[src/rtl/bit4_shift_mult.sv]
// 4x4 unsigned shift-add multiplier with valid/ready handshakes on both sides.
// Every partial-sum addition goes through the single bit4_adder instance.

module bit4_adder (
    input  logic [3:0] a,
    input  logic [3:0] b,
    output logic [3:0] s,
    output logic       cout
);
    assign {cout, s} = {1'b0, a} + {1'b0, b};
endmodule

module bit4_shift_mult (
    input  logic       clk,
    input  logic       rst_n,
    input  logic       in_valid,
    output logic       in_ready,
    input  logic [3:0] a,
    input  logic [3:0] b,
    output logic       out_valid,
    input  logic       out_ready,
    output logic [7:0] product,
    output logic       busy
);
    typedef enum logic [1:0] {IDLE, CALC, DONE} state_e;

    state_e     state_q, state_d;
    logic [3:0] m_q, m_d;
    logic [3:0] q_q, q_d;
    logic [3:0] acc_q, acc_d;
    logic [1:0] cnt_q, cnt_d;
    logic [7:0] product_q, product_d;

    logic [3:0] add_s;
    logic       add_c;
    logic [3:0] psum;
    logic       pcarry;

    bit4_adder u_adder (
        .a    (acc_q),
        .b    (m_q),
        .s    (add_s),
        .cout (add_c)
    );

    always_ff @(posedge clk or negedge rst_n) begin
        if (!rst_n) begin
            state_q   <= IDLE;
            m_q       <= '0;
            q_q       <= '0;
            acc_q     <= '0;
            cnt_q     <= '0;
            product_q <= '0;
        end else begin
            state_q   <= state_d;
            m_q       <= m_d;
            q_q       <= q_d;
            acc_q     <= acc_d;
            cnt_q     <= cnt_d;
            product_q <= product_d;
        end
    end

    always_comb begin
        state_d   = state_q;
        m_d       = m_q;
        q_d       = q_q;
        acc_d     = acc_q;
        cnt_d     = cnt_q;
        product_d = product_q;
        psum      = q_q[0] ? add_s : acc_q;
        pcarry    = q_q[0] & add_c;
        case (state_q)
            IDLE: begin
                if (in_valid) begin
                    m_d     = a;
                    q_d     = b;
                    acc_d   = '0;
                    cnt_d   = '0;
                    state_d = CALC;
                end
            end
            CALC: begin
                // 9-bit right shift of {carry, sum, Q}: carry lands in ACC[3]
                acc_d = {pcarry, psum[3:1]};
                q_d   = {psum[0], q_q[3:1]};
                cnt_d = cnt_q + 2'd1;
                if (cnt_q == 2'd3) begin
                    state_d   = DONE;
                    product_d = {pcarry, psum[3:1], psum[0], q_q[3:1]};
                end
            end
            DONE: begin
                if (out_ready) begin
                    state_d = IDLE;
                end
            end
            default: state_d = IDLE;
        endcase
    end

    always_comb begin
        in_ready  = (state_q == IDLE);
        out_valid = (state_q == DONE);
        busy      = (state_q != IDLE);
        product   = product_q;
    end
endmodule

[config.mk]
export PLATFORM = sky130hd
export DESIGN_NAME = bit4_shift_mult
export DESIGN_NICKNAME = d
export VERILOG_FILES = /design/src/rtl/bit4_shift_mult.sv
export SDC_FILE = /design/constraint.sdc
export NUM_CORES = 1
export LEC_CHECK = 0
export ABC_AREA = 0
export BUFFER_PORTS_ARGS = -buffer_cell sky130_fd_sc_hd__buf_2
export CAP_MARGIN = 15
export CORE_MARGIN = 1.5
export CORE_UTILIZATION = 40
export DETAILED_ROUTE_END_ITERATION = 6
export PLACE_DENSITY_LB_ADDON = 0.1
export SLEW_MARGIN = 15
export SYNTH_ARGS = -nofsm -noshare
export SYNTH_HDL_FRONTEND = slang
export SYNTH_SLANG_ARGS = --single-unit
[constraint.sdc]
create_clock -name clk -period 2.3 [get_ports clk]
set_input_delay 0.23 -clock clk [delete_from_list [all_inputs] [get_ports clk]]
set_output_delay 0.23 -clock clk [all_outputs]
set_load 0.01 [all_outputs]
== Word level (Yosys, flattened, before mapping) ==
Cells that the tools add are included.
Cells by class
  $add $sub $neg: 2
  equality and inequality tests: 6
  mux-type cells: 11
  bitwise gates (word level): 1
  reductions and logical operators: 7
Operators with widths (number)
  $pmux 4 s2: 2
  $mux 4: 3
  $mux 2: 4
  $pmux 2 s3: 1
  $reduce_and 2->1: 3
  $add 4x4->5: 1
  $eq 2x2->1 const B: 2
  $ne 2x2->1 const B: 2
  $pmux 2 s2: 1
  $reduce_bool 2->1: 2
  $reduce_and 3->1: 1
  $add 2x1->2 const B: 1
  $eq 2x1->1 const B: 1
  $logic_not 2->1: 1
  $ne 2x1->1 const B: 1
  $and 1x1->1: 1
Storage, ports and cells
  flip-flop bits (word level): 24
  input port bits: 12
  output and inout bits: 11
  word-level logic and storage cells: 33

== Depth between registers and ports, before layout ==
  depth in word-level cells: 3
  depth in mapped cells: 6
  mapped depth without buffers: 6

== By module ==
From an unflattened synthesis, not the netlist that was laid out.
Unflattened totals
  cell total of the unflattened synthesis: 108
  area, all modules: 1176.1 um2
Modules (own cells, without submodules)
  bit4_shift_mult: instances 1, cells an instance 92, area an instance 1039.7 um2, sequential area each 600.6 um2
  bit4_adder: instances 1, cells an instance 16, area an instance 136.4 um2, sequential area each 0.0 um2

== Least setup slack after synthesis ==
No wires, ideal clock.
  path type: reg-to-reg
  start: register m_q[0]
  end: register product_q[7], in the netlist product[7]
  setup time: 125 ps
  arrival: 1452 ps
  required time: 2175 ps
  slack: 723 ps
  stages on the path, launching flop included: 6
  buffers on the path: 0
  clock period less this slack: 1577 ps
  cells stage by stage: dfrtp_1 ha_1 fa_1 a21oi_1 o21ai_1 mux2_4
Between the ends
  word-level cells in the longest chain between the ends: 2
Ends and longest elaborated chain
  start, declared: line 28  | logic [3:0] m_q, m_d;
  start signal, assigned: line 56  | m_q <= m_d;
  $add 4x4->5: line 10  | assign {cout, s} = {1'b0, a} + {1'b0, b};
  $and 1x1->1: line 72  | pcarry = q_q[0] & add_c;
  end signal, assigned: line 60  | product_q <= product_d;
  end, declared: line 32  | logic [7:0] product_q, product_d;
Every way passes these cells.
A chain may end at the register's enable or synchronous reset.

== Worst setup path in the final report ==
  start: register acc_q[0]
  end: register product_q[7], in the netlist product[7]
Between the ends
  word-level cells in the longest chain between the ends: 2
Ends and longest elaborated chain
  start, declared: line 30  | logic [3:0] acc_q, acc_d;
  start signal, assigned: line 51  | acc_q <= '0;
  start signal, assigned: line 58  | acc_q <= acc_d;
  $add 4x4->5: line 10
  $and 1x1->1: line 72
Every way passes these cells.

==> metrics.txt <==
synthesized flop and latch total 24; hold crit path type in -> reg; Synth Warn # 0; actual slew at the worst max-slew pin 0.537 ns; final period utilization between 70% and 80%; Crit Path Class reg -> reg; DP HPWL 1650 µm; critical path launch point type flop; number of synthesized flops with an enable pin 0; port bufs 22; First DRT Iteration DRCs 14; CTS buffer count 3; Reg clk slew, reported paths between 0.1 and 0.15 ns; Synth area leader dfrtp_1; Crit path max-delay family adder cells; WP data required 2.53 ns; Area Growth Syn to Fin 14.7%; CP Cell Sequence ha_1 > fa_1 > a21oi_1 > o21ai_1 > mux2_4; CTS Hold Buffers Added 1; Pwr Density roughly 1300 mW/mm²; Fmax 590 MHz; via/cell ratio 5.16; P_leak approximately 0.68 nW; CP max stage cell dfrtp_1; run status complete, no violations; post-cts sizing count 0; final worst path period need 1.69 ns; placer's final routability congestion estimate between 0.7 and 0.8; fin. max-slew vios 0; main area contributors after synthesis dfrtp_1 (50%), mux2_4 (8.7%), ha_1 (5.2%), o21ai_1 (4.1%), nand2_1 (3.7%); Cell Rows 19; nets approximately 150; Max Cap Viol 0; register area share after synthesis between 40 and 50%; crit path DAT around 1.9 ns; chip height approximately 58 µm; initial core utilization between 40 and 50%; top cell types by occurrence after synthesis dfrtp_1 (24), nand2_1 (12), o21ai_1 (10); share of the synthesized area in the top cell type around 50%; count leader, synth dfrtp_1; Final Non-Filler Cells 160; max incr delay on CP approximately 0.42 ns; worst-skew pair later-pin latency around 0.33 ns; share of post-route cells with drive strength above 1 a little under a third; CP endpoint kind flop; Mapped Cells around 110; Slew headroom between 60% and 70%; Die W 57.9 µm; CTS H-tree lvls 1; Netlist cell types 29; Peak VDD IR approximately 0.61 mV; Setup Buffers After CTS 0; vias between 800 and 900; Syn Nets between 100 and 150; top-level I/O count 23; Setup violations, final 0; die area 0.00336 mm²; Setup Skew between 0.015 and 0.02 ns; core area approximately 0.0028 mm²; ANT cells 0; clk root buf clkbuf_4; Post-DRT Antenna Nets 0; total global routing overflow 0; ys async rst share 100%; Mapped Avg Cell Area 11.3 µm²; CTS tree built; largest net degree at the start of global routing 25; Max clock buf depth 2; first-pass GRT wire length 3880 µm; DR WL/cell ~14 µm; initial antenna violation count 0; Worst Path Buf+Inv 0; Clock Sinks 24; Synth Flop Type dfrtp_1; total power 1.87 mW; vias in the first global route 820; placed instance count approximately 160; RSZ-0062 raised after global routing no; Final Hold Viols 0; WL final approximately 2300 µm; setup tns final 0 ns; drt first pass iters 6; worst-path fanout max 3; Final Util between 40% and 50%; GRT Total Usage 15.5%; drt drc 0; Syn Std Cell Area between 0.001 and 0.0015 mm²
==> cell type report <==
type	count	area, µm²
fillers	277	1420
flip-flops and latches	24	601
multi-input cells	76	566
repair buffers	23	120
well taps	31	38.8
clock inverters	1	30.0
clock buffers	3	22.5
inverters	2	7.51
==> stage by stage <==
stage	setup WS [ns]	instance area, µm²	hold WS, ns
global placement	0.654	1320	0.243
floorplan	0.723	1210	-0.0656
CTS	0.592	1390	0.0717
detailed placement	0.614	1320	0.248
finish	0.605	1390	0.0860
global route	0.498	1390	0.0678
==> cells in the final DEF, fill, tap and decap left out <==
cell type / count
a21oi_1: 7
a22o_1: 2
a22oi_1: 3
a41oi_1: 1
and2_4: 1
and3_1: 1
buf_2: 22
bufinv_16: 1
clkbuf_4: 3
dfrtp_1: 24
dlygate4sd3_1: 1
fa_1: 1
ha_1: 5
inv_1: 2
mux2_1: 1
mux2_4: 7
mux2i_1: 2
nand2_1: 12
nand2_2: 1
nand2b_1: 3
nand3_1: 1
nor2_2: 1
nor2b_1: 6
nor2b_2: 1
o21ai_0: 5
o21ai_1: 10
o21ba_2: 1
o21bai_1: 2
o21bai_2: 1
xnor2_1: 1
==> per-layer routing <==
metal / global-route usage (%) / routed length [µm]
met2: 22.4 / 974
met4: 5.98 / 40
met3: 4.46 / 107
met1: 22.0 / 1140
met5: 0 / 0
==> where the power goes <==
part | switching, mW | leakage [nW] | internal, mW
clock network | 0.131 | 0.0279 | 0.176
logic | 0.388 | 0.345 | 0.405
registers | 0.171 | 0.304 | 0.598
==> cells by family (layout without fill, tap and decap cells) <==
| group | after synthesis | count (layout) | share of synthesized area [%] |
|---|---|---|---|
| compound gates | 32 | 32 | 16.2 |
| simple gates | 27 | 27 | 11.8 |
| fa+ha+maj | 6 | 6 | 6.84 |
| buf+inv | 7 | 29 | 3.42 |
| xor+xnor | 1 | 1 | 0.726 |
| flops | 24 | 24 | 49.7 |
| mux | 10 | 10 | 11.3 |
==> final timing paths <==
check | from | depth (start not counted) | slack, ns | to
worst max-delay path | acc_q[0]$_DFFE_PN0P_ | 5 | 0.61 | product[7]$_DFFE_PN0P_
worst min-delay path | out_ready | 2 | 0.09 | state_q[1]$_DFFE_PN0P_
worst max register to register | acc_q[0]$_DFFE_PN0P_ | 5 | 0.61 | product[7]$_DFFE_PN0P_
worst min register to register | product[5]$_DFFE_PN0P_ | 2 | 0.50 | product[5]$_DFFE_PN0P_
max in group asynchronous | rst_n | 2 | 1.53 | q_q[1]$_DFFE_PN0P_
min in group asynchronous | rst_n | 2 | 0.39 | acc_q[1]$_DFFE_PN0P_
==> flip-flops by register name, summed over array words and instances, names as in the netlist <==
signal and flops:
cnt_q 2, q_q 4, state_q 2, product 8, acc_q 4, m_q 4
No activity file was read; power rests on OpenSTA's default activity.
